<file path="config.mk">
export PLATFORM = sky130hd
export DESIGN_NAME = fetch_mem_ctrl
export DESIGN_NICKNAME = d
export VERILOG_FILES = /design/src/rtl/fetch_mem_ctrl.sv
export SDC_FILE = /design/constraint.sdc
export NUM_CORES = 1
export LEC_CHECK = 0
export CAP_MARGIN = 25
export CORE_UTILIZATION = 35
export CTS_CLUSTER_DIAMETER = 120
export DETAILED_ROUTE_END_ITERATION = 16
export PLACE_DENSITY = 0.81
export SLEW_MARGIN = 20
export SYNTH_ARGS = -nofsm -noshare
export SYNTH_HDL_FRONTEND = slang
export SYNTH_SLANG_ARGS = --single-unit
</file>
<file path="constraint.sdc">
create_clock -name clk_i -period 1.8 [get_ports clk_i]
set_input_delay 0.27 -clock clk_i [delete_from_list [all_inputs] [get_ports clk_i]]
set_output_delay 0.27 -clock clk_i [all_outputs]
set_load 0.005 [all_outputs]
</file>
<file path="src/rtl/fetch_mem_ctrl.sv">
// Instruction-fetch sequencer: FETCH/DECODE/MEM phase control, program counter,
// RAM strobe decode and RAM address-bus multiplexing between PC and register address.
module fetch_mem_ctrl #(
  parameter int         PC_WIDTH = 16,
  parameter logic [3:0] OP_LDR   = 4'b1000,
  parameter logic [3:0] OP_STR   = 4'b1001
) (
  input  logic                clk_i,
  input  logic                rst_i,
  input  logic [3:0]          OpCode,
  input  logic [31:0]         addressIn,
  output logic [PC_WIDTH-1:0] PCout,
  output logic                firstFetch,
  output logic                RW_Out,
  output logic                Add_bus_sel,
  output logic                LDR_sel,
  output logic [31:0]         addressOut
);

  typedef enum logic [1:0] {
    S_FETCH  = 2'd0,
    S_DECODE = 2'd1,
    S_MEM    = 2'd2
  } state_e;

  state_e              state_q, state_d;
  logic [PC_WIDTH-1:0] pc_q, pc_d;
  logic [3:0]          op_q, op_d;
  logic                fetch_q, fetch_d;
  logic                rw_q, rw_d;
  logic                bus_q, bus_d;
  logic                ldr_q, ldr_d;
  logic                is_mem_op_s;
  logic                unused_addr_hi_s;

  assign is_mem_op_s = (OpCode == OP_LDR) || (OpCode == OP_STR);

  // Outputs are produced as next-state values so that each one is a flop of the phase it belongs to.
  always_comb begin
    state_d = state_q;
    pc_d    = pc_q;
    op_d    = op_q;
    fetch_d = 1'b0;
    rw_d    = 1'b0;
    bus_d   = 1'b0;
    ldr_d   = 1'b0;
    case (state_q)
      S_FETCH: begin
        state_d = S_DECODE;
      end
      S_DECODE: begin
        op_d = OpCode;
        if (is_mem_op_s) begin
          state_d = S_MEM;
          bus_d   = 1'b1;
          rw_d    = (OpCode == OP_STR);
          ldr_d   = (OpCode == OP_LDR);
        end else begin
          state_d = S_FETCH;
          pc_d    = pc_q + {{(PC_WIDTH-1){1'b0}}, 1'b1};
          fetch_d = 1'b1;
        end
      end
      S_MEM: begin
        state_d = S_FETCH;
        pc_d    = pc_q + {{(PC_WIDTH-1){1'b0}}, 1'b1};
        fetch_d = 1'b1;
      end
      default: begin
        state_d = S_FETCH;
        fetch_d = 1'b1;
      end
    endcase
  end

  // Phase, PC, latched opcode and output flops; reset lands directly on FETCH outputs.
  always_ff @(posedge clk_i or posedge rst_i) begin
    if (rst_i) begin
      state_q <= S_FETCH;
      pc_q    <= {PC_WIDTH{1'b0}};
      op_q    <= 4'h0;
      fetch_q <= 1'b1;
      rw_q    <= 1'b0;
      bus_q   <= 1'b0;
      ldr_q   <= 1'b0;
    end else begin
      state_q <= state_d;
      pc_q    <= pc_d;
      op_q    <= op_d;
      fetch_q <= fetch_d;
      rw_q    <= rw_d;
      bus_q   <= bus_d;
      ldr_q   <= ldr_d;
    end
  end

  assign PCout       = pc_q;
  assign firstFetch  = fetch_q;
  assign RW_Out      = rw_q;
  assign Add_bus_sel = bus_q;
  assign LDR_sel     = ldr_q;

  // Only the low address bits reach RAM; the register address passes through combinationally in MEM.
  assign addressOut = bus_q ? {{(32-PC_WIDTH){1'b0}}, addressIn[PC_WIDTH-1:0]}
                            : {{(32-PC_WIDTH){1'b0}}, pc_q};

  assign unused_addr_hi_s = ^addressIn[31:PC_WIDTH];

endmodule

</file>
### Word-level counts from Yosys, hierarchy flattened

Index checks and enable logic that the tools add are counted.

* add/subtract/negate cells: 1
* equality and inequality tests: 5
* muxes and demuxes: 13
* reduce and logical (&&, ||, !) cells: 4

Operator list (count)
* 16-bit two-way mux: 2
* 16-bit case mux with 2 select lines: 1
* 16-bit by 1-bit adder with 16-bit output (second input constant): 1
* 4-bit == test (second input constant): 2
* 1-bit two-way mux: 7
* 2-bit case mux with 2 select lines: 1
* 2-bit by 1-bit == test with 1-bit output (second input constant): 1
* 2-bit == test (second input constant): 1
* 2-bit zero test: 1
* 2-bit two-way mux: 1
* 2-bit != test (second input constant): 1
* 1-bit case mux with 2 select lines: 1
* 2-bit AND reduction: 1
* 2-bit nonzero test: 1
* 1-bit logical OR: 1

* register bits after elaboration: 22
* input bits: 38
* word-level logic and storage cells: 29

### Depth between registers and ports, before layout

Gate-level depths: netlist of run 1.

* depth in word-level cells: 4
* depth in mapped cells: 5

### Worst setup path before layout of run 1

OpenSTA, ideal clock, no wires.

* kind: register to register
* start: register state_q[1]
* end: register pc_q[3], in the netlist PCout[3]
* library setup time: 0.125 ns
* data arrival time: 1.504 ns
* required time: 1.675 ns
* setup slack: 0.171 ns
* cell stages (with the launch flop): 6
* period minus slack after synthesis: 1.629 ns
* cell sequence: dfrtp_1 -> or4b_1 -> and2_1 -> buf_6 -> and3_1 -> xor2_1

* longest elaborated chain between the ends: 3
* elaborated cells on any way between the ends: 6
* classes of those cells: 3 x eq/ne; 1 x mux; 2 x reduce/logical

Ends and longest elaborated chain
* start: declaration: line 26 `state_e state_q, state_d;`
* start signal: assignment: line 87 `state_q <= state_d;`
* 2-bit by 1-bit == test with 1-bit output / 2-bit == test (equally long branches): line 47 `case (state_q)`
* 2-bit != test (no source line) / 2-bit nonzero test (equally long branches)
* 2-bit AND reduction (no source line)
* end signal: assignment: line 80 `pc_q <= {PC_WIDTH{1'b0}};`
* end signal: assignment: line 88 `pc_q <= pc_d;`
* end: declaration: line 27 `logic [PC_WIDTH-1:0] pc_q, pc_d;`

Parallel ways exist; a longest one is shown, timed or not.
A chain may end at the register's enable or synchronous reset.

### Worst setup path in the final report of run 1

* start: register bus_q, in the netlist Add_bus_sel
* end: output addressOut[11]

* longest elaborated chain between the ends: 1

Ends and longest elaborated chain
* start: declaration: line 31 `logic bus_q, bus_d;`
* start signal: assignment: line 92 `bus_q <= bus_d;`
* 16-bit two-way mux: line 104 `assign addressOut = bus_q ? {{(32-PC_WIDTH){1'b0}}, addressIn[PC_WIDTH-1:0]}`
* end: declaration: line 17 `output logic [31:0] addressOut`

Every way passes these cells.

==> results, run 1 <==
- Of the total synthesized cell area, the portion taken by full adders, half adders and majority gates is 0.00988.
- The part of the Yosys area used for sequential elements is 0.436.
- In the post-synthesis netlist, the biggest area contributors are dfrtp_1, mux2_2, buf_4.
- The post-route total power is 1880 uW.
- The post-route clock period utilization is 1.01.
- Once routing completed, OpenROAD measured the worst setup slack at -24.0 ps.
- The clock-pin slew of the registers on the worst-case setup and hold paths is 130 ps.
- The dominant combinational cell family by area after synthesis is simple AND/OR/NAND/NOR gates.
- Max-cap violations in this run came to 0.
- The number of non-filler instances in the completed layout is around 240.
- The share of total power dissipated in the clock network is 0.203.
- The startpoint kind of the worst setup timing path is a flop.
- The largest driver fanout on the critical path is 4.
- The share of total power dissipated in combinational logic is 0.417.
- 90 I/O pins were placed.
- Summed over all layers, the routed wires come to approximately 3 mm.
- The fraction of layout instances using a drive strength above 1 is 0.233.
- The area fraction in compound gates after synthesis was 0.00988.
- Data arrives at the worst endpoint at roughly 1600 ps.
- The clock root buffer is clkbuf_4.
- The maximum vdd drop is ~0.94 mV.
- The antenna diode instance count is 0.
- The area of the die is 0.00386 mm^2.
- The post-synthesis cell area is 0.00127 mm^2.
- The vias per cell is 4.61.
- The standby leakage power is between 0.0009 and 0.001 uW.
- The detailed router finished its first iteration with 12 violations.
- The maximum level of the CTS H-tree is 1.
- The portion of synthesized area spent on multiplexers is 0.133.
- The average instance in the mapped netlist occupies ~11 um^2.
- The net switching power is 573 uW.
- The global placement routability congestion is a little under 0.8.
- For this run, the total global-route usage over all layers was measured as 0.163.
- The multi-input combinational cell area is just over 600 um^2.
- The area overhead of the layout relative to synthesis is 55.6%.
- STA puts the critical path data required time at approximately 1500 ps.
- The tightest min-delay check is of the input pin to asynchronous set/reset pin type.
- The vias after detailed routing is 1083.
- The count of hold buffers inserted by post-cts repair is 0.
- Setup repair after global routing could not meet its margin everywhere.
- The number of clock sinks seen by CTS is 22.
- Counting tap cells, the placed design contains a total of approximately 220 instances.
- The kind of end point of the critical path is an output pin.
- The region available for standard cell placement spans between 0.003 and 0.004 mm^2.
- The routed design could run at a clock period as short as 1820 ps.
- The number of different library cells used by synthesis comes to 28.
- The checks that failed: setup timing.
- The switching power share of the total is 0.304.
- The share of the synthesized netlist area taken by xor and xnor gates is 0.111.
- The number of buffer cells added on primary ports is between 50 and 60.
- The final-report setup violation count is 1.
- The simple-gate portion of the synthesized area is 0.175.
- The number of global-route vias before repair is around 1000.
- The final setup skew is about 5 ps.
- The TritonCTS clock tree is done.
- Of the post-synthesis cell area, the dominant cell type holds 0.415.
- The first-pass detailed-route iteration total is 4.
- The first-pass GRT wire length is 4.98 mm.
- Timing would allow up to roughly 550 MHz.
- The longest clock path from root to sink contains 2 buffers.
- The count of endpoints failing hold in the final timing report was 0.
- Registers take roughly 550 um^2.
- The die is 62.1 um tall.
- Clock tree synthesis inserted a total of 3 buffers.
- The largest total area in the synthesized netlist belongs to dfrtp_1.
- For this design the ratio of total power to cell area is 956 mW/mm^2.
- For this run, design rule violations remaining after detail routing come to 0.
- The total internal power is about 1300 uW.
- The number of routed nets with antenna violations is 0.
- The synthesis-stage register bit count is 22.
- The post-layout net count is roughly 230.
- The total grt overflow is 0.
- The critical path in this run is classified as flop to output pin.
- Dividing the detail-routed wire length by the instance count gives 12.7 um.
- The effective utilization at floorplan is 0.374.
- The number of antenna violations at the first check in global routing was 0.
- The standard-cell row count is 21.
- The total number of yosys warnings is 0.
- The die is 62.1 um wide.
- The number of pins with negative max-slew slack in the final report was 0.
- The flow ran to the end, but the final reports show violations.
- For the worst-skew pair, the clock arrives at the later sink with an insertion delay of between 300 and 400 ps.
- Once detailed placement completed, the half-perimeter wirelength came to approximately 2.2 mm.
- Entering global routing, the biggest net connects 23 pins.
- The filler cells instantiated in the layout total approximately 300.
- The cell count after synthesis is between 100 and 150.
- The share of power burned in registers is 0.380.
==> synth_stat cells (all sizes together) <==
| cell | number |
|---|---|
| nor4 | 2 |
| xnor2 | 7 |
| buf | 19 |
| mux2 | 15 |
| and2 | 4 |
| nand3 | 4 |
| inv | 2 |
| and3 | 3 |
| or4b | 1 |
| nor3b | 2 |
| nor2b | 1 |
| nor3 | 2 |
| nand4 | 6 |
| and4 | 1 |
| nand2 | 9 |
| conb | 1 |
| clkbuf | 2 |
| dfrtp | 21 |
| a21o | 1 |
| xor2 | 9 |
| o21ai | 1 |
| nor2 | 4 |
| ha | 1 |
| nor4b | 1 |
| dfstp | 1 |
==> cell type report <==
cell class              instances  share of cell area
well taps                      46              0.0292
inverters                       2             0.00381
multi-input cells              90               0.316
clock buffers                   3              0.0114
repair buffers                 71               0.343
flip-flops and latches         22               0.281
clock inverters                 1              0.0152
==> placed cells by master, fill, tap and decap left out, types with 2 or more instances in the layout <==
| cell type | count |
|---|---|
| nor2_1 | 4 |
| dfrtp_1 | 20 |
| clkdlybuf4s50_1 | 41 |
| inv_1 | 2 |
| nor3_1 | 2 |
| buf_6 | 4 |
| mux2_4 | 2 |
| xnor2_1 | 7 |
| and2_1 | 4 |
| clkbuf_4 | 3 |
| mux2_2 | 13 |
| nor4_1 | 2 |
| xor2_1 | 9 |
| buf_4 | 10 |
| buf_2 | 4 |
| dlygate4sd2_1 | 3 |
| clkdlybuf4s15_1 | 4 |
| clkbuf_2 | 3 |
| nand4_1 | 6 |
| nand3_1 | 4 |
| nand2_1 | 9 |
| conb_1 | 16 |
| and3_1 | 3 |
| nor3b_1 | 2 |
==> metrics by stage <==
| stage | setup TNS, ps | cell area [um^2] | hold WS, ps | util | setup slack [ps] |
|---|---|---|---|---|---|
| finish | -24.0 | 1970 | 268 | 0.581 | -24.0 |
| global route | -93.5 | 1970 | 290 | 0.581 | -68.3 |
| CTS | -263 | 1970 | 283 | 0.581 | -104 |
| detailed placement | -656 | 1860 | 488 | 0.549 | -79.4 |
| global placement | -378 | 1860 | 478 | 0.549 | -53.0 |
| floorplan | 0 | 1320 | 258 | - | 171 |
==> worst max-delay path, cell delays in order (launching register included) <==
cell and delay (ps):
dfrtp_2 480, buf_12 150, buf_6 110, buf_6 100, mux2_4 290, buf_6 120
==> repair_timing <==
item	in CTS	in global routing
buffers inserted	8	1
endpoints found under the setup margin	16	11
gates resized for setup	41	12
gates cloned	1	0
==> power by group through the flow <==
| stage | clock network, uW | registers [uW] | logic, uW |
|---|---|---|---|
| after floorplan | 0 | 707 | 396 |
| after global placement | 0 | 719 | 792 |
| after detailed placement | 0 | 728 | 811 |
| after CTS | 385 | 720 | 801 |
| after global routing | 407 | 736 | 860 |
| final | 382 | 715 | 786 |
==> final timing paths <==
path                              from              to  slack (ps)  cells after the start
min reg2reg                  PCout[15]       PCout[15]         500                      1
max in group asynchronous        rst_i      firstFetch        1260                      3
max reg2reg                 state_q[1]       PCout[15]         130                      4
max                        Add_bus_sel  addressOut[11]         -20                      5
min in group clk_i           OpCode[0]         LDR_sel         500                      2
min                              rst_i        PCout[8]         270                      3
==> per-layer routing <==
layer	routed length, um	global-route usage	share of wire	up-vias
met5	0	0	0	-
met2	1520	0.290	0.51	50
met1	1210	0.190	0.41	514
met3	235	0.0570	0.079	2
li1	-	-	-	517
met4	23	0.0291	0.0077	0
==> flip-flops by register name, summed over array words and instances (netlist names) <==
signal / flops
Add_bus_sel: 1
LDR_sel: 1
PCout: 16
RW_Out: 1
firstFetch: 1
state_q: 2
==> kinds of logic (layout without fill, tap and decap cells) <==
logic type	Yosys count	count (layout)
xor+xnor	16	16
other cells	1	16
compound gates	2	2
simple gates	40	40
mux	15	15
buf+inv	23	77
flops	22	22
fa+ha+maj	1	1
No activity file was read; power rests on OpenSTA's default activity.
==> inputs of run 2 (changes only) <==
GPL_TIMING_DRIVEN = 0   (was default)
==> results, run 2 (synthesized netlist as in run 1, its figures left out) <==
- The flow ran to the end, but the final reports show violations.
- The final reports fail on setup timing.
- The largest net degree at the start of global routing is 23.
- The clock passes through at most 2 buffers.
- Summing internal, switching and leakage power gives roughly 1800 uW.
- The die covers about 0.0039 mm^2.
- Data arrives at the worst endpoint at between 1500 and 2000 ps.
- Grouping stages by cell kind, the critical path spends the most delay in buffers and inverters.
- The total placed instance area is between 0.0015 and 0.002 mm^2.
- Setup violations remaining at the end of the flow were counted as 1.
- Clock tree synthesis selected as its root buffer the cell clkbuf_4.
- The antenna diode instance count is 0.
- After detailed routing, the average wire length per cell comes to ~12 um.
- The total clock buffers created by CTS is 3.
- The core region area is about 0.0034 mm^2.
- The overall fraction of global-route tracks in use is 0.157.
- The required time at the worst-slack endpoint is 1530 ps.
- The number of buffer cells added on primary ports is between 50 and 60.
- Traced cell by cell, the critical path runs through buf_6 -> buf_4 -> buf_4 -> mux2_2 -> clkbuf_2.
- Summing all non-filler instances in the final layout gives an area of 0.00205 mm^2.
- Setup repair after global routing could not meet its margin everywhere.
- The number of clock sinks seen by CTS is 22.
- The worst setup path is launched from a flop.
- The first global-routing pass estimated 4.86 mm of wire.
- The final critical delay including setup and external delays is about 1800 ps.
- The path class of the lowest-slack min-delay path is input pin to asynchronous set/reset pin.
- Leaving out fill and tap cells, the most frequent cells in the layout are clkdlybuf4s50_1, buf_4, dfrtp_1, conb_1, mux2_2.
- The final setup skew is 5.08 ps.
- Compared with the post-synthesis result, the final layout area differs by 61.7%.
- After legalization and detailed placement, the total HPWL measured 2.11 mm.
- The cell total after placement is ~240.
- The detail route stage leaves a number of antenna-violating nets equal to 0.
- The vias after detailed routing is roughly 1100.
- The clock insertion delay at the later pin of the skew report is slightly above 300 ps.
- TritonCTS built the clock tree.
- Across the run, the number of max-cap violations was 0.
- The critical path in this run is classified as flop to output pin.
- The number of violations reported at the end of detailed-routing iteration 0 is 17.
- The standard-cell row count is 21.
- The clock-pin slew of the registers on the worst-case setup and hold paths is ~120 ps.
- CTS built an H-tree with a depth of 1.
- Dividing the detail-routed via count by the number of cells gives 4.53.
- Based on the critical path, the design can be clocked at up to ~550 MHz.
- IR analysis of the VDD net gives a maximum drop of 0.474 mV.
- The register with the most flip-flops in the layout has 16 of them.
- The library cell used most frequently in the layout, excluding fill and tap cells, is clkdlybuf4s50_1.
- The worst-margin pin slew is around 810 ps.
- The number of global-route vias before repair is about 1000.
- The final worst setup slack is -2.88 ps.
- STA classifies the critical path endpoint as an output pin.
- The count of endpoints failing hold in the final timing report came to 0.
- After global routing the overflow that remains totals 0.
- Summed over all cells, the static leakage comes to between 0.001 and 0.0015 uW.
- The number of buffers and inverters on the critical path is 4.
- The number of non-filler instances in the completed layout is between 200 and 300.
- The first-pass detailed-route iteration total is 4.
- The number of antenna violations at the first check in global routing is 0.
- In this design, the critical path's most frequently occurring cell is buf_4.
- Dividing the final minimum period by the clock period gives 1.00.
- The total length of routed wires is 2.94 mm.
- The worst-case headroom to the max-slew limit is 0.460.
- After detailed routing, the number of remaining DRC violations is 0.
- After the last flow step, the layout net total stands at roughly 240.
- The largest driver fanout on the critical path is 4.
- The floorplan die height is 62.1 um.
- The die width is 62.1 um.
- For this configuration, the core starts out at a cell density of 0.374.
- The congestion estimate from routability-driven global placement came to 0.738.
- The slowest stage of the critical path is the dfrtp_2 cell.
- The count of hold buffers inserted by post-cts repair is 0.
- The largest stage delay on the critical path is about 470 ps.
- 90 I/O pins were placed.
- The fraction of layout instances using a drive strength above 1 is 0.304.
- Power spread over the standard cell area amounts to 867 mW/mm^2.
- The number of pins with negative max-slew slack in the final report is 0.
-- run 2: worst paths after layout --
kind	from	endpoint	slack (ps)	cells after the start
max in group asynchronous	rst_i	Add_bus_sel	840	2
min in group clk_i	PCout[15]	PCout[15]	500	1
max	Add_bus_sel	addressOut[14]	-3	5
min	rst_i	PCout[8]	400	2
min reg2reg	PCout[15]	PCout[15]	500	1
max reg2reg	state_q[1]	PCout[3]	50	5
-- run 2: per-layer routing --
layer | global-route usage | part of all wire
met2 | 0.264 | 0.48
met5 | 0 | 0
met1 | 0.194 | 0.43
met4 | 0.0436 | 0.0054
met3 | 0.0460 | 0.084
-- run 2: power by group --
part / switching [uW] / internal (uW) / leakage [uW]
registers: 116 / 599 / 0.000289
logic: 304 / 486 / 0.000743
clock network: 147 / 123 / 0.0000210
-- run 2: timing repair --
item | CTS | global route
setup buffers | 7 | 3
resized for setup | 29 | 20
endpoints found under the hold margin | 0 | 0
cloned | 1 | 0
setup endpoints to repair | 16 | 13
-- run 2: final cells by class --
| type | count | area, um^2 |
|---|---|---|
| Sequential cell | 22 | 553 |
| Multi-Input combinational cell | 90 | 628 |
| Clock buffer | 4 | 36.3 |
| Timing Repair Buffer | 68 | 628 |
| Inverter | 2 | 7.51 |
| Buffer | 18 | 136 |
| Tap cell | 46 | 57.6 |
| Fill cell | 277 | 1340 |
-- run 2: through the flow --
step | setup TNS (ps) | worst slack [ps] | hold slack [ps] | utilization
final | -2.88 | -2.88 | 399 | 0.604
after global routing | -63.7 | -60.0 | 484 | 0.604
after CTS | -437 | -144 | 434 | 0.605
after detailed placement | -5450 | -524 | 485 | 0.575
after global placement | -5320 | -537 | 480 | 0.575
after floorplan | 0 | 171 | 258 | -
